### config.mk
export PLATFORM = sky130hd
export DESIGN_NAME = wts_timer_multi
export DESIGN_NICKNAME = d
export VERILOG_FILES = /design/src/rtl/wts_timer_multi.sv
export SDC_FILE = /design/constraint.sdc
export NUM_CORES = 1
export LEC_CHECK = 0
export BUFFER_PORTS_ARGS = -buffer_cell sky130_fd_sc_hd__clkbuf_2
export CAP_MARGIN = 0
export CORE_ASPECT_RATIO = 1.25
export CORE_MARGIN = 1.5
export CORE_UTILIZATION = 35
export DETAILED_ROUTE_END_ITERATION = 6
export PLACE_DENSITY = 0.49
export SLEW_MARGIN = 40
export SYNTH_ARGS = -nofsm -noshare
export SYNTH_HDL_FRONTEND = slang
export SYNTH_SLANG_ARGS = --single-unit
export TNS_END_PERCENT = 10
### constraint.sdc
create_clock -name clk -period 5.6 [get_ports clk]
set_input_delay 0.28 -clock clk [delete_from_list [all_inputs] [get_ports clk]]
set_output_delay 0.28 -clock clk [all_outputs]
set_load 0.02 [all_outputs]
### src/rtl/wts_timer_multi.sv
// wts_timer_multi: N-channel programmable interval timer on a shared prescaled
// timebase, with sticky per-channel expiry/overrun flags and a masked
// active-low combined interrupt.
module wts_timer_multi #(
  parameter int unsigned CHANNELS       = 2,
  parameter int unsigned COUNT_WIDTH    = 16,
  parameter int unsigned PRESCALE_WIDTH = 8
) (
  input  logic                      nreset,
  input  logic                      clk,
  input  logic                      tick,
  input  logic [PRESCALE_WIDTH-1:0] reg_prescale,
  input  logic [COUNT_WIDTH-1:0]    reg_reload,
  input  logic [CHANNELS-1:0]       reg_load,
  input  logic [CHANNELS-1:0]       reg_enable,
  input  logic [CHANNELS-1:0]       reg_oneshot,
  input  logic [CHANNELS-1:0]       reg_clear,
  input  logic [CHANNELS-1:0]       reg_mask,
  output logic [CHANNELS-1:0]       interrupt,
  output logic [CHANNELS-1:0]       overrun,
  output logic [CHANNELS-1:0]       running,
  output logic                      nint
);

  logic [PRESCALE_WIDTH-1:0] presc_q;
  logic                      ts_c;

  // Timebase strobe: the tick that lands on the divider match.
  assign ts_c = tick && (presc_q == reg_prescale);

  // Shared prescaler; an exact-match compare means a divider lowered below the
  // current count runs through the all-ones wrap before matching again.
  always_ff @(posedge clk or negedge nreset) begin
    if (!nreset) begin
      presc_q <= '0;
    end else if (tick) begin
      presc_q <= ts_c ? '0 : presc_q + PRESCALE_WIDTH'(1);
    end
  end

  for (genvar g = 0; g < CHANNELS; g++) begin : g_ch
    logic [COUNT_WIDTH-1:0] count_q, count_d;
    logic [COUNT_WIDTH-1:0] reload_q, reload_d;
    logic                   run_q, run_d;
    logic                   en_q;
    logic                   int_q, int_d;
    logic                   ovr_q, ovr_d;
    logic                   expire_c;

    // Next-state for one channel: load beats enable edge beats disable beats counting.
    always_comb begin
      count_d  = count_q;
      reload_d = reload_q;
      run_d    = run_q;
      expire_c = 1'b0;
      if (reg_load[g]) begin
        reload_d = reg_reload;
        count_d  = reg_reload;
        run_d    = reg_enable[g];
      end else if (reg_enable[g] && !en_q) begin
        count_d = reload_q;
        run_d   = 1'b1;
      end else if (!reg_enable[g]) begin
        run_d = 1'b0;
      end else if (ts_c && run_q) begin
        if (count_q != '0) begin
          count_d = count_q - COUNT_WIDTH'(1);
        end else begin
          expire_c = 1'b1;
          if (reg_oneshot[g]) begin
            run_d = 1'b0;
          end else begin
            count_d = reload_q;
          end
        end
      end
      // A clear in the expiry cycle still leaves the new expiry visible.
      int_d = (int_q & ~reg_clear[g]) | expire_c;
      ovr_d = (ovr_q & ~reg_clear[g]) | (expire_c & int_q & ~reg_clear[g]);
    end

    // Channel state; the enable history resets high so an enable held through
    // reset does not count as an arming edge.
    always_ff @(posedge clk or negedge nreset) begin
      if (!nreset) begin
        count_q  <= '0;
        reload_q <= '0;
        run_q    <= 1'b0;
        en_q     <= 1'b1;
        int_q    <= 1'b0;
        ovr_q    <= 1'b0;
      end else begin
        count_q  <= count_d;
        reload_q <= reload_d;
        run_q    <= run_d;
        en_q     <= reg_enable[g];
        int_q    <= int_d;
        ovr_q    <= ovr_d;
      end
    end

    assign interrupt[g] = int_q;
    assign overrun[g]   = ovr_q;
    assign running[g]   = run_q;
  end

  // Combined host interrupt straight from the registered flags.
  assign nint = ~|(interrupt & reg_mask);

endmodule

After elaboration in Yosys (flattened, before gate mapping)
Cells that the tools add are included.
{ "totals": {"register_bits": 80, "output_inout_bits": 7} }
{ "classes": {"n_addsub": 3, "n_eq_ne": 9, "mux": 35, "n_bitwise": 15, "n_reduce_logical": 19} }
{ "ops": {"columns": ["operator", "n"], "rows": [
  ["two-way mux 16 bit", 12],
  ["nonzero test 16 bit", 2],
  ["subtractor 16 x 1 -> 16 bit, second input constant", 2],
  ["inequality test 4 x 2 -> 1 bit, second input constant", 6],
  ["two-way mux 1 bit", 22],
  ["AND reduction 3 bit", 4],
  ["nonzero test 3 bit", 4],
  ["adder 8 x 1 -> 8 bit, second input constant", 1],
  ["bitwise AND 1 bit", 8],
  ["equality test 8 bit", 1],
  ["two-way mux 8 bit", 1],
  ["inequality test 4 bit, second input constant", 2],
  ["logical AND 1 bit", 5],
  ["bitwise OR 1 bit", 4],
  ["logical NOT 1 bit", 3],
  ["bitwise AND 2 bit", 1],
  ["inverter 1 bit", 2],
  ["OR reduction 2 bit", 1]
]} }

Longest topological paths before layout
Gate-level depths: netlist of the first run.
{ "logic_depth": {"word_depth": 10, "ltp_mapped": 11} }

Least setup slack after synthesis of the first run
No wires, ideal clock.
{ "synth_path": {"kind": "register to register", "start": "register g_ch[0].count_q[0]", "end": "register g_ch[0].count_q[13]", "arrival_time_ps": 1931, "required_ps": 5470, "slack_ps": 3539, "stages_incl_launch_ff": 12, "path_buffers": 3, "synth_period_minus_slack_ps": 2061, "cell_sequence": "dfrtp_1 -> inv_1 -> ha_1 -> nor4b_1 -> and3_1 -> buf_2 -> nand3_2 -> a31oi_2 -> buf_6 -> buf_12 -> mux2i_1 -> o21ai_1"} }
{ "synth_via": {"elab_chain_cells": 6, "elab_cells_between_ends": 9, "cone_classes": "add/sub (1); eq/ne (1); mux (5); reduce/logical (2)"} }
{ "synth_lines": {"columns": ["item", "line", "rtl"], "rows": [
  ["start, declared", "42", "logic [COUNT_WIDTH-1:0] count_q, count_d;"],
  ["start signal, assigned", "93", "count_q <= count_d;"],
  ["subtractor 16 x 1 -> 16 bit or nonzero test 16 bit (tied branches)", "67, 66", null],
  ["two-way mux 16 bit", "66", "if (count_q != '0) begin"],
  ["two-way mux 16 bit", "65", "end else if (ts_c && run_q) begin"],
  ["two-way mux 16 bit", "63", "end else if (!reg_enable[g]) begin"],
  ["two-way mux 16 bit", "60", "end else if (reg_enable[g] && !en_q) begin"],
  ["two-way mux 16 bit", "56", "if (reg_load[g]) begin"]
]} }
Several ways; a longest one is shown, not always the timed one. The select of a mux whose other input is x is not followed.
A chain may end at the register's enable or synchronous reset.

Worst setup path in the final report of the first run
{ "layout_path": {"start": "register g_ch[0].count_q[0]", "end": "register g_ch[0].count_q[0]"} }
The elaborated chain is that of the path after synthesis.

==> impl_metrics.xml, run 1 <==
<?xml version="1.0" encoding="UTF-8"?>
<metrics>
  <group name="pwr">
    <metric name="overall_power" unit="mW">1.56</metric>
    <metric name="peakVddDrop" unit="V">0.000130</metric>
    <metric name="p_per_area" unit="mW/mm^2">306</metric>
    <metric name="power_leakage" unit="nW">2.27</metric>
  </group>
  <group name="sta">
    <metric name="report.final.slew_viol_count" unit="">0</metric>
    <metric name="min_period" unit="ps">2700</metric>
    <metric name="fin_tns_setup" unit="ps">0</metric>
    <metric name="grt_setup_unrepaired" unit="">false</metric>
    <metric name="fmaxAchievable" unit="MHz">370</metric>
    <metric name="max-slew-margin-rel" unit="%">48.4</metric>
    <metric name="timing.hold.ws" unit="ps">50.7</metric>
    <metric name="period_share" unit="%">48.3</metric>
    <metric name="setup_viol_count_final" unit="">0</metric>
    <metric name="fin_worst_skew" unit="ps">4.62</metric>
    <metric name="hold_violations" unit="">0</metric>
    <metric name="timing_worst_slew_pin_value" unit="ps">767</metric>
  </group>
  <group name="cts">
    <metric name="root_buffer" unit="">clkbuf_16</metric>
    <metric name="ctsLongestPathBuffers" unit="">2</metric>
    <metric name="cts.sink_count" unit="">80</metric>
    <metric name="h_tree_depth" unit="">3</metric>
    <metric name="clkLatencyLatePin" unit="ps">340</metric>
    <metric name="cts_tree" unit="">built</metric>
    <metric name="postCtsResizedCells" unit="">0</metric>
    <metric name="numCtsBuffers" unit="">9</metric>
    <metric name="clkSlewWorstSetupHoldPaths" unit="ps">60</metric>
  </group>
  <group name="synthesis">
    <metric name="ys_seq_area_share" unit="%">44.4</metric>
    <metric name="synthTopCellsByCount" unit="">dfrtp_1 (78), nand2_1 (55), inv_1 (45), o21ai_0 (45), mux2i_1 (34)</metric>
    <metric name="ys_seq_elements" unit="">80</metric>
    <metric name="top_area_cells_in_the_synthesized_netlist" unit="">dfrtp_1 (43%), mux2i_1 (7.5%), o21ai_0 (5.0%), nand2_1 (4.6%), inv_1 (3.7%)</metric>
    <metric name="synth.distinct_cells" unit="">54</metric>
    <metric name="yosysWarningCount" unit="">0</metric>
    <metric name="netlist_area" unit="mm^2">0.00452</metric>
    <metric name="synth.largest_area_cell" unit="">dfrtp_1</metric>
    <metric name="post_synth.cell_area_avg" unit="um^2">9.37</metric>
    <metric name="syn-instance-count" unit="">482</metric>
    <metric name="synth_nets" unit="">524</metric>
    <metric name="ys_async_rst_share" unit="%">100</metric>
    <metric name="post-synth-top-count-cell" unit="">dfrtp_1</metric>
    <metric name="synth_top_flop_cell" unit="">dfrtp_1</metric>
    <metric name="synth-edff-count" unit="">0</metric>
    <metric name="synth_top_area_share" unit="%">43.2</metric>
  </group>
  <group name="grt">
    <metric name="grt_pass1_wl" unit="um">17500</metric>
    <metric name="grt.total_usage" unit="%">16.5</metric>
    <metric name="grt_max_degree" unit="">62</metric>
    <metric name="number_of_antenna_violations_at_the_first_check_in_global_routing" unit="">0</metric>
    <metric name="via_count_of_the_first_global_routing_pass" unit="">3500</metric>
    <metric name="total_congestion_overflow_after_global_routing" unit="">0</metric>
  </group>
  <group name="layout">
    <metric name="final_std_cells_w_o_fill" unit="">684</metric>
    <metric name="insertedDiodeCount" unit="">0</metric>
    <metric name="layout.nets" unit="">555</metric>
    <metric name="utilization" unit="%">40.3</metric>
    <metric name="area_growth" unit="%">13.0</metric>
    <metric name="final_layout_size_suffix_gt1_share" unit="%">15.9</metric>
  </group>
  <group name="die">
    <metric name="dieHeight" unit="um">130</metric>
    <metric name="initial_utilization" unit="%">35.7</metric>
    <metric name="core_region_area" unit="mm^2">0.0127</metric>
    <metric name="die_area" unit="mm^2">0.0136</metric>
    <metric name="die_width" unit="um">105</metric>
    <metric name="rows" unit="">46</metric>
    <metric name="design.portCount" unit="">44</metric>
  </group>
  <group name="worst_setup_path">
    <metric name="rrSetupSlack" unit="ps">2900</metric>
    <metric name="timing.critical_path.cells" unit="">inv_1 -&gt; ha_1 -&gt; nor4b_1 -&gt; and3_1 -&gt; a21oi_1 -&gt; buf_4 -&gt; nor2_1 -&gt; or4_1 -&gt; o311ai_1</metric>
    <metric name="critical_path.slowest_cell" unit="">a21oi_1</metric>
    <metric name="worstRegToRegCells" unit="">9</metric>
    <metric name="timing.critical_path.from" unit="">g_ch[0].count_q[0]$_DFFE_PN0P_</metric>
    <metric name="buf_inv_on_cp" unit="">2</metric>
    <metric name="timing.critical_path.slowest_cell_delay" unit="ps">650</metric>
    <metric name="critPathMaxFanout" unit="">8</metric>
    <metric name="worstReg2RegEnd" unit="">g_ch[0].count_q[0]$_DFFE_PN0P_</metric>
    <metric name="critical_path.startpoint_type" unit="">flop</metric>
    <metric name="timing.critical_path.required" unit="ps">5840</metric>
    <metric name="crit_path_end_kind" unit="">flop</metric>
    <metric name="crit_cells" unit="">9</metric>
    <metric name="r2r_start" unit="">g_ch[0].count_q[0]$_DFFE_PN0P_</metric>
    <metric name="timing.critical_path.arrival" unit="ps">2940</metric>
    <metric name="worstSetupPathType" unit="">flop to flop</metric>
    <metric name="endpoint" unit="">g_ch[0].count_q[0]$_DFFE_PN0P_</metric>
    <metric name="worst_path_dominant_cell_family" unit="">simple AND/OR/NAND/NOR gates</metric>
  </group>
  <group name="flow_run">
    <metric name="cap_viol_max_count" unit="">0</metric>
  </group>
  <group name="run_status">
    <metric name="status" unit="">completed</metric>
  </group>
  <group name="detailed_routing">
    <metric name="first_iter_violations" unit="">128</metric>
    <metric name="routed_wl" unit="um">10700</metric>
    <metric name="detail_route.drc_violations" unit="">0</metric>
    <metric name="routed_via_count_divided_by_cell_count" unit="">5.12</metric>
    <metric name="drtPass1Iterations" unit="">4</metric>
    <metric name="wl_per_cell" unit="um">15.6</metric>
    <metric name="dr_total_vias" unit="">3500</metric>
    <metric name="drt.antenna.violating_nets" unit="">0</metric>
  </group>
  <group name="min_path">
    <metric name="min-delay-path-class" unit="">input pin to flop</metric>
    <metric name="hold_start" unit="">reg_enable[1]</metric>
  </group>
  <group name="place">
    <metric name="placed_instances" unit="">669</metric>
    <metric name="placement.io_buffers" unit="">43</metric>
    <metric name="dp_hpwl" unit="um">7620</metric>
    <metric name="globalplace.congestion" unit="">0.822</metric>
  </group>
</metrics>
[layout make-up]
type,instances,area (um^2)
clock buffers,10,229
clock inverters,4,47.5
fillers,1307,7560
repair buffers,49,272
flip-flops and latches,80,2000
multi-input cells,328,2170
inverters,45,169
well taps,168,210
[cells by family (layout without fill, tap and decap cells)]
logic type,after synthesis,count (layout),share of synthesized area (%)
multiplexers,37,37,8.28
AND/OR/NAND/NOR,148,148,16.9
buffers and inverters,74,108,7.65
adder cells (fa/ha/maj),5,5,1.39
flip-flops,80,80,44.4
XOR/XNOR,33,33,6.40
AO/OA/AOI/OAI,105,105,15.0
[worst reg2reg max path, cell delays in order (launching register included)]
cell	delay (ps)
dfrtp_1	400
inv_1	100
ha_1	200
nor4b_1	150
and3_1	240
a21oi_1	650
buf_4	320
nor2_1	50
or4_1	400
o311ai_1	100
[cell usage in the layout (no fill, tap or decap), drive strengths merged, types with 3 or more instances in the layout]
cell     count
nand2       55
and3         3
o31a         3
nor2        28
inv         45
o211ai       8
and2         4
nor4         8
clkbuf      52
o311ai       9
xnor2       14
xor2        19
dfrtp       78
mux2i       34
nor3        12
nand4        9
mux2         3
nor4b        3
buf          6
a21oi       11
o31ai        3
o2111ai      4
o21ai       49
ha           5
nand3       14
nor2b        4
a31oi        4
[registers in the layout (all words and copies together) (netlist names)]
| signal | count |
|---|---|
| g_ch.count_q | 32 |
| g_ch.en_q | 2 |
| g_ch.int_q | 2 |
| g_ch.ovr_q | 2 |
| g_ch.reload_q | 32 |
| g_ch.run_q | 2 |
| presc_q | 8 |
[where the power goes]
| group | internal (mW) | leakage, nW | total, mW | switching (mW) |
|---|---|---|---|---|
| sequential | 0.646 | 0.976 | 0.718 | 0.0717 |
| clock | 0.339 | 0.134 | 0.567 | 0.228 |
| combinational | 0.122 | 1.16 | 0.275 | 0.153 |
[worst min-delay path by stage]
stage / end / slack (ps) / depth (start not counted)
after floorplan: g_ch[0].count_q[0]$_DFFE_PN0P_ / -20 / 0
after global placement: presc_q[7]$_DFFE_PN0P_ / 180 / 1
after detailed placement: presc_q[7]$_DFFE_PN0P_ / 190 / 1
after CTS: g_ch[1].en_q$_DFF_PN1_ / 40 / 1
after global routing: g_ch[0].en_q$_DFF_PN1_ / 50 / 1
final: g_ch[1].en_q$_DFF_PN1_ / 50 / 1
[metrics by stage]
step	instance area [um^2]	setup slack, ps
2_1_floorplan	4520	3540
3_3_place_gp	4810	2910
3_5_place_dp	4810	2930
4_1_cts	5100	2900
5_1_grt	5100	2730
6_report	5100	2900
[repair_timing]
action	4_1_cts	5_1_grt
hold buffers	1	0
hold endpoints to repair	18	0
setup endpoints to repair	0	0
setup buffers	0	0
[layer usage]
metal	routed length, um	GRT usage [%]
met4	236	8.30
met3	184	2.05
met2	5290	28.2
met5	0	0
met1	4960	20.8
(Power assumes the default switching activity.)
==> run 2: changes to the inputs <==
Settings changed: ABC_AREA set to 1.
Clock period 5.6 ns to 2.8 ns, I/O delays scaled along.
==> impl_metrics.xml, run 2 <==
<?xml version="1.0" encoding="UTF-8"?>
<metrics>
  <group name="run_status">
    <metric name="status" unit="">completed</metric>
  </group>
  <group name="grt">
    <metric name="grt_max_degree" unit="">53</metric>
    <metric name="via_count_of_the_first_global_routing_pass" unit="">4320</metric>
    <metric name="number_of_antenna_violations_at_the_first_check_in_global_routing" unit="">0</metric>
    <metric name="grt.total_usage" unit="%">19.2</metric>
    <metric name="grt_pass1_wl" unit="um">21800</metric>
    <metric name="total_congestion_overflow_after_global_routing" unit="">0</metric>
  </group>
  <group name="cts">
    <metric name="clkLatencyLatePin" unit="ps">340</metric>
    <metric name="clkSlewWorstSetupHoldPaths" unit="ps">60</metric>
    <metric name="cts_tree" unit="">built</metric>
    <metric name="ctsHoldBuffers" unit="">5</metric>
    <metric name="numCtsBuffers" unit="">9</metric>
    <metric name="cts.sink_count" unit="">80</metric>
    <metric name="ctsLongestPathBuffers" unit="">2</metric>
    <metric name="postCtsResizedCells" unit="">0</metric>
    <metric name="h_tree_depth" unit="">3</metric>
    <metric name="root_buffer" unit="">clkbuf_16</metric>
    <metric name="postCtsSetupRepairBufs" unit="">0</metric>
  </group>
  <group name="detailed_routing">
    <metric name="met3WireLength" unit="um">347</metric>
    <metric name="drt.antenna.violating_nets" unit="">0</metric>
    <metric name="drtPass1Iterations" unit="">5</metric>
    <metric name="dr_total_vias" unit="">4477</metric>
    <metric name="routed_wl" unit="um">13300</metric>
    <metric name="first_iter_violations" unit="">252</metric>
    <metric name="wl_met2" unit="um">6700</metric>
    <metric name="wl_per_cell" unit="um">14.2</metric>
    <metric name="met1_routed_wirelength_after_detailed_routing" unit="um">6020</metric>
    <metric name="top_signal_layer_used" unit="">met4</metric>
    <metric name="detail_route.drc_violations" unit="">0</metric>
    <metric name="routed_via_count_divided_by_cell_count" unit="">4.78</metric>
  </group>
  <group name="worst_setup_path">
    <metric name="critical_path.slowest_cell" unit="">nand3_1</metric>
    <metric name="timing.critical_path.from" unit="">g_ch[1].count_q[1]$_DFFE_PN0P_</metric>
    <metric name="cp_common_cell" unit="">nand2_1</metric>
    <metric name="crit_path_end_kind" unit="">flop</metric>
    <metric name="rrSetupSlack" unit="ps">760</metric>
    <metric name="critical_path.startpoint_type" unit="">flop</metric>
    <metric name="worstRegToRegCells" unit="">13</metric>
    <metric name="timing.critical_path.arrival" unit="ps">2260</metric>
    <metric name="worstSetupPathType" unit="">flop to flop</metric>
    <metric name="timing.critical_path.required" unit="ps">3020</metric>
    <metric name="timing.critical_path.slowest_cell_delay" unit="ps">390</metric>
    <metric name="critPathMaxFanout" unit="">11</metric>
    <metric name="endpoint" unit="">g_ch[1].count_q[3]$_DFFE_PN0P_</metric>
    <metric name="worstReg2RegEnd" unit="">g_ch[1].count_q[3]$_DFFE_PN0P_</metric>
    <metric name="r2r_start" unit="">g_ch[1].count_q[1]$_DFFE_PN0P_</metric>
    <metric name="timing.critical_path.cells" unit="">inv_1 -&gt; ha_1 -&gt; inv_1 -&gt; nor2_1 -&gt; nand2_1 -&gt; nor2_4 -&gt; nand2_1 -&gt; nand3_1 -&gt; o21ai_0 -&gt; o21ai_0 -&gt; nand2_1 -&gt; nand2_2 -&gt; nand2_1</metric>
  </group>
  <group name="synthesis">
    <metric name="yosysWarningCount" unit="">0</metric>
    <metric name="synth.distinct_cells" unit="">32</metric>
    <metric name="ys_async_rst_share" unit="%">100</metric>
    <metric name="post-synth-top-count-cell" unit="">nand2_1</metric>
    <metric name="synth_top_area_share" unit="%">39.4</metric>
    <metric name="synthTopCellsByCount" unit="">nand2_1 (229), inv_1 (83), dfrtp_1 (78), nand3_1 (73), o21ai_0 (63)</metric>
    <metric name="ys_seq_area_share" unit="%">40.5</metric>
    <metric name="synth.largest_area_cell" unit="">dfrtp_1</metric>
    <metric name="netlist_area" unit="mm^2">0.00495</metric>
    <metric name="synth-edff-count" unit="">0</metric>
    <metric name="ys_seq_elements" unit="">80</metric>
    <metric name="syn-instance-count" unit="">717</metric>
    <metric name="top_area_cells_in_the_synthesized_netlist" unit="">dfrtp_1 (39%), nand2_1 (17%), nand3_1 (7.4%), o21ai_0 (6.4%), inv_1 (6.3%)</metric>
    <metric name="post_synth.cell_area_avg" unit="um^2">6.90</metric>
    <metric name="synth_top_flop_cell" unit="">dfrtp_1</metric>
    <metric name="synth_nets" unit="">759</metric>
  </group>
  <group name="sta">
    <metric name="min_period" unit="ps">2040</metric>
    <metric name="setup_viol_count_final" unit="">0</metric>
    <metric name="fin_tns_setup" unit="ps">0</metric>
    <metric name="grt_setup_unrepaired" unit="">false</metric>
    <metric name="period_share" unit="%">72.7</metric>
    <metric name="hold_violations" unit="">0</metric>
    <metric name="max-slew-margin-rel" unit="%">51.8</metric>
    <metric name="fin_worst_skew" unit="ps">5.68</metric>
    <metric name="worst_slack" unit="ps">765</metric>
    <metric name="timing_worst_slew_pin_value" unit="ps">723</metric>
    <metric name="fmaxAchievable" unit="MHz">491</metric>
    <metric name="report.final.slew_viol_count" unit="">0</metric>
  </group>
  <group name="layout">
    <metric name="largest_registers" unit="">g_ch.count_q (32), g_ch.reload_q (32), presc_q (8)</metric>
    <metric name="finish.instance_area" unit="mm^2">0.00563</metric>
    <metric name="final_layout_size_suffix_gt1_share" unit="%">12.9</metric>
    <metric name="n_fill_cell" unit="">1489</metric>
    <metric name="layout_common_cells" unit="">nand2_1 (229), inv_1 (83), dfrtp_1 (78)</metric>
    <metric name="area_growth" unit="%">13.7</metric>
    <metric name="final_common_cell" unit="">nand2_1</metric>
    <metric name="layout.nets" unit="">798</metric>
    <metric name="insertedDiodeCount" unit="">0</metric>
    <metric name="final_std_cells_w_o_fill" unit="">936</metric>
  </group>
  <group name="die">
    <metric name="die_area" unit="mm^2">0.0149</metric>
    <metric name="design.portCount" unit="">44</metric>
    <metric name="die_width" unit="um">109</metric>
    <metric name="rows" unit="">48</metric>
    <metric name="core_region_area" unit="mm^2">0.0138</metric>
    <metric name="initial_utilization" unit="%">35.8</metric>
    <metric name="dieHeight" unit="um">136</metric>
  </group>
  <group name="place">
    <metric name="placed_instances" unit="">915</metric>
    <metric name="dp_slack" unit="ps">818</metric>
    <metric name="place_area" unit="mm^2">0.00529</metric>
    <metric name="dp_hpwl" unit="um">9590</metric>
    <metric name="globalplace.congestion" unit="">0.892</metric>
    <metric name="placement.io_buffers" unit="">43</metric>
  </group>
  <group name="pwr">
    <metric name="peakVddDrop" unit="V">0.000226</metric>
    <metric name="overall_power" unit="mW">3.54</metric>
    <metric name="power_leakage" unit="nW">2.97</metric>
    <metric name="p_per_area" unit="mW/mm^2">629</metric>
  </group>
  <group name="flow_run">
    <metric name="cap_viol_max_count" unit="">0</metric>
  </group>
  <group name="min_path">
    <metric name="min-delay-path-class" unit="">input pin to flop</metric>
  </group>
</metrics>
run 2: layout make-up:
class | count | area [um^2] | area share (%)
inverters | 87 | 327 | 5.80
multi-input cells | 523 | 2460 | 43.7
clock inverters | 2 | 12.5 | 0.222
flip-flops and latches | 80 | 2000 | 35.6
repair buffers | 55 | 333 | 5.91
well taps | 175 | 219 | 3.89
clock buffers | 14 | 274 | 4.87
run 2: through the flow:
step	hold slack (ps)	util (%)
2_1_floorplan	-156	-
3_3_place_gp	240	38.3
3_5_place_dp	252	38.3
4_1_cts	52.4	40.8
5_1_grt	68.3	40.8
6_report	57.8	40.8
run 2: worst min-delay path by stage:
stage	cells after the start	start	to	slack, ps
finish	3	reg_reload[9]	g_ch[0].reload_q[9]$_DFFE_PN0P_	60
global route	3	reg_reload[8]	g_ch[0].reload_q[8]$_DFFE_PN0P_	70
CTS	3	reg_reload[8]	g_ch[0].reload_q[8]$_DFFE_PN0P_	50
detailed placement	1	nreset	g_ch[1].run_q$_DFFE_PN0P_	250
global placement	1	nreset	g_ch[1].run_q$_DFFE_PN0P_	240
floorplan	0	nreset	g_ch[0].count_q[0]$_DFFE_PN0P_	-160
run 2: worst max-delay path: cells and delay by family (launching register included):
family	cells	cell delay (ps)
simple gates	8	960
flops	1	380
compound gates	2	280
fa+ha+maj	1	150
buf+inv	2	140
run 2: report_power, final:
group / switching, mW / leakage [nW] / internal, mW
Sequential: 0.162 / 0.977 / 1.33
Combinational: 0.571 / 1.86 / 0.329
Clock: 0.474 / 0.139 / 0.673
run 2: logic make-up (layout without fill, tap and decap cells):
family	after synthesis	after routing	share of synthesized area, %
AO/OA/AOI/OAI	86	86	8.95
XOR/XNOR	16	16	2.83
buffers and inverters	114	158	9.81
AND/OR/NAND/NOR	416	416	36.7
flip-flops	80	80	40.5
adder cells (fa/ha/maj)	5	5	1.26
run 2: routing by layer:
layer,track usage [%],vias to the layer above
met1,24.1,2058
met3,2.59,16
li1,-,2337
met2,33.3,66
met4,6.71,0
met5,0,-
==> run 3: changes to the inputs <==
Settings changed: PLACE_DENSITY 0.49 to 0.5.
Clock period 2.8 ns to 1.85 ns, I/O delays scaled along.
==> impl_metrics.xml, run 3 (synthesized netlist as in run 2, its figures left out) <==
<?xml version="1.0" encoding="UTF-8"?>
<metrics>
  <group name="detailed_routing">
    <metric name="routed_via_count_divided_by_cell_count" unit="">4.80</metric>
    <metric name="first_iter_violations" unit="">253</metric>
    <metric name="wl_per_cell" unit="um">14.1</metric>
    <metric name="drtPass1Iterations" unit="">5</metric>
    <metric name="routed_wl" unit="um">13700</metric>
    <metric name="dr_total_vias" unit="">4665</metric>
    <metric name="drt.antenna.violating_nets" unit="">0</metric>
    <metric name="detail_route.drc_violations" unit="">0</metric>
  </group>
  <group name="cts">
    <metric name="cts.sink_count" unit="">80</metric>
    <metric name="clkSlewWorstSetupHoldPaths" unit="ps">70</metric>
    <metric name="ctsLongestPathBuffers" unit="">2</metric>
    <metric name="clkLatencyLatePin" unit="ps">340</metric>
    <metric name="numCtsBuffers" unit="">9</metric>
    <metric name="root_buffer" unit="">clkbuf_16</metric>
    <metric name="h_tree_depth" unit="">3</metric>
    <metric name="cts_tree" unit="">built</metric>
  </group>
  <group name="sta">
    <metric name="hold_violations" unit="">0</metric>
    <metric name="timing_worst_slew_pin_value" unit="ps">474</metric>
    <metric name="report.final.slew_viol_count" unit="">0</metric>
    <metric name="fmaxAchievable" unit="MHz">557</metric>
    <metric name="max-slew-margin-rel" unit="%">68.4</metric>
    <metric name="timing.hold.ws" unit="ps">18.7</metric>
    <metric name="grt_setup_unrepaired" unit="">true</metric>
    <metric name="fin_worst_skew" unit="ps">11.4</metric>
    <metric name="min_period" unit="ps">1800</metric>
    <metric name="setup_viol_count_final" unit="">0</metric>
    <metric name="period_share" unit="%">97.1</metric>
  </group>
  <group name="die">
    <metric name="die_area" unit="mm^2">0.0149</metric>
    <metric name="design.portCount" unit="">44</metric>
    <metric name="initial_utilization" unit="%">35.8</metric>
    <metric name="dieHeight" unit="um">136</metric>
    <metric name="core_region_area" unit="mm^2">0.0138</metric>
    <metric name="die_width" unit="um">109</metric>
    <metric name="rows" unit="">48</metric>
  </group>
  <group name="layout">
    <metric name="final_layout_size_suffix_gt1_share" unit="%">18.3</metric>
    <metric name="finish.instance_area" unit="mm^2">0.00601</metric>
    <metric name="final_common_cell" unit="">nand2_1</metric>
    <metric name="layout_common_cells" unit="">nand2_1 (225), inv_1 (81), dfrtp_1 (77)</metric>
    <metric name="layout.nets" unit="">834</metric>
    <metric name="area_growth" unit="%">21.5</metric>
    <metric name="n_fill_cell" unit="">1498</metric>
    <metric name="largest_registers" unit="">g_ch.count_q (32), g_ch.reload_q (32), presc_q (8)</metric>
    <metric name="insertedDiodeCount" unit="">0</metric>
  </group>
  <group name="run_status">
    <metric name="status" unit="">completed</metric>
  </group>
  <group name="min_path">
    <metric name="min-delay-path-class" unit="">input pin to flop</metric>
    <metric name="whs_path_depth" unit="">3</metric>
    <metric name="hold_start" unit="">reg_reload[8]</metric>
    <metric name="hold_end" unit="">g_ch[0].reload_q[8]$_DFFE_PN0P_</metric>
  </group>
  <group name="grt">
    <metric name="grt.total_usage" unit="%">19.7</metric>
    <metric name="grt_pass1_wl" unit="um">22600</metric>
    <metric name="total_congestion_overflow_after_global_routing" unit="">0</metric>
    <metric name="via_count_of_the_first_global_routing_pass" unit="">4530</metric>
    <metric name="grt_max_degree" unit="">38</metric>
    <metric name="number_of_antenna_violations_at_the_first_check_in_global_routing" unit="">0</metric>
  </group>
  <group name="worst_setup_path">
    <metric name="crit_path_end_kind" unit="">flop</metric>
    <metric name="timing.critical_path.cells" unit="">inv_2 -&gt; ha_2 -&gt; inv_1 -&gt; nor2_1 -&gt; nand2_1 -&gt; nor2_4 -&gt; nand3_2 -&gt; nor2_1 -&gt; nor2_1 -&gt; nand2_4 -&gt; clkbuf_16 -&gt; nand3_1 -&gt; nand2_1</metric>
    <metric name="cp_common_cell" unit="">nor2_1</metric>
    <metric name="critical_path.slowest_cell" unit="">dfrtp_1</metric>
    <metric name="timing.critical_path.slowest_cell_delay" unit="ps">390</metric>
    <metric name="worst_path_dominant_cell_family" unit="">simple AND/OR/NAND/NOR gates</metric>
    <metric name="crit_cells" unit="">13</metric>
    <metric name="r2r_start" unit="">g_ch[1].count_q[1]$_DFFE_PN0P_</metric>
    <metric name="critPathMaxFanout" unit="">7</metric>
    <metric name="timing.critical_path.arrival" unit="ps">2080</metric>
    <metric name="worstRegToRegCells" unit="">13</metric>
    <metric name="critical_path.startpoint_type" unit="">flop</metric>
    <metric name="rrSetupSlack" unit="ps">50</metric>
    <metric name="worstReg2RegEnd" unit="">g_ch[1].count_q[14]$_DFFE_PN0P_</metric>
    <metric name="timing.critical_path.required" unit="ps">2130</metric>
    <metric name="buf_inv_on_cp" unit="">3</metric>
    <metric name="worstSetupPathType" unit="">flop to flop</metric>
  </group>
  <group name="pwr">
    <metric name="peakVddDrop" unit="V">0.000365</metric>
    <metric name="power_leakage" unit="nW">3.16</metric>
    <metric name="overall_power" unit="mW">5.55</metric>
    <metric name="p_per_area" unit="mW/mm^2">923</metric>
  </group>
  <group name="place">
    <metric name="placement.io_buffers" unit="">43</metric>
    <metric name="place_area" unit="mm^2">0.00547</metric>
    <metric name="globalplace.congestion" unit="">0.899</metric>
    <metric name="dp_hpwl" unit="um">10200</metric>
  </group>
  <group name="flow_run">
    <metric name="cap_viol_max_count" unit="">0</metric>
  </group>
</metrics>
[run 3: cell types whose count changed in the layout (fill, tap and decap cells not counted), sizes merged]
cell         before  now
buf               8   39
clkbuf           56   53
clkinv            2    4
dlygate4sd3       5    7
bufinv            0    1
clkinvlp          1    2
nand2           246  247
nand3            74   75
[run 3: worst min-delay path: stages]
cell	delay [ps]
clkbuf_2	100
nand2_1	60
o21ai_0	70
[run 3: how the worst max path moves through the flow]
stage                                           end                      startpoint  slack (ps)
floorplan            g_ch[1].count_q[5]$_DFFE_PN0P_  g_ch[1].count_q[0]$_DFFE_PN0P_         230
global placement    g_ch[0].count_q[15]$_DFFE_PN0P_  g_ch[0].count_q[8]$_DFFE_PN0P_          20
detailed placement   g_ch[1].count_q[6]$_DFFE_PN0P_  g_ch[1].count_q[1]$_DFFE_PN0P_           8
CTS                 g_ch[0].count_q[15]$_DFFE_PN0P_  g_ch[0].count_q[8]$_DFFE_PN0P_          30
global route         g_ch[1].count_q[3]$_DFFE_PN0P_  g_ch[1].count_q[1]$_DFFE_PN0P_         -40
finish              g_ch[1].count_q[14]$_DFFE_PN0P_  g_ch[1].count_q[1]$_DFFE_PN0P_          50
[run 3: routing by layer]
metal | track usage [%] | vias up | routed length, um
met5 | 0 | - | 0
met4 | 5.63 | 0 | 137
met2 | 33.2 | 36 | 6960
met3 | 2.59 | 10 | 221
li1 | - | 2418 | -
met1 | 26.1 | 2201 | 6430
[run 3: where the power goes]
part / total [mW] / switching (mW) / internal (mW)
clock: 1.77 / 0.728 / 1.04
sequential: 2.25 / 0.239 / 2.01
combinational: 1.53 / 0.927 / 0.606
[run 3: per-stage QoR]
stage               setup slack (ps)  TNS, ps  std cells  utilization, %
finish                          54.5        0        972            43.5
global placement                18.6        0        938            39.6
global route                   -41.1     -443        972            43.5
floorplan                        231        0        717               -
detailed placement              8.32        0        938            39.6
CTS                             27.9        0        961            42.2
[run 3: layout make-up]
class | count | area, um^2 | area share (%)
clock buffers | 10 | 229 | 3.81
clock inverters | 6 | 60.1 | 0.999
inverters | 87 | 327 | 5.43
multi-input cells | 525 | 2550 | 42.4
flip-flops and latches | 80 | 2010 | 33.3
well taps | 175 | 219 | 3.64
repair buffers | 89 | 622 | 10.3
[run 3: what timing repair did]
action                                 in CTS  in global routing
endpoints found under the hold margin      38                  0
buffers inserted                            0                  8
setup endpoints to repair                   3                 32
pin swaps                                   0                  4
gates cloned                                0                  3
gates resized for setup                     1                 20
hold buffers                                7                  0
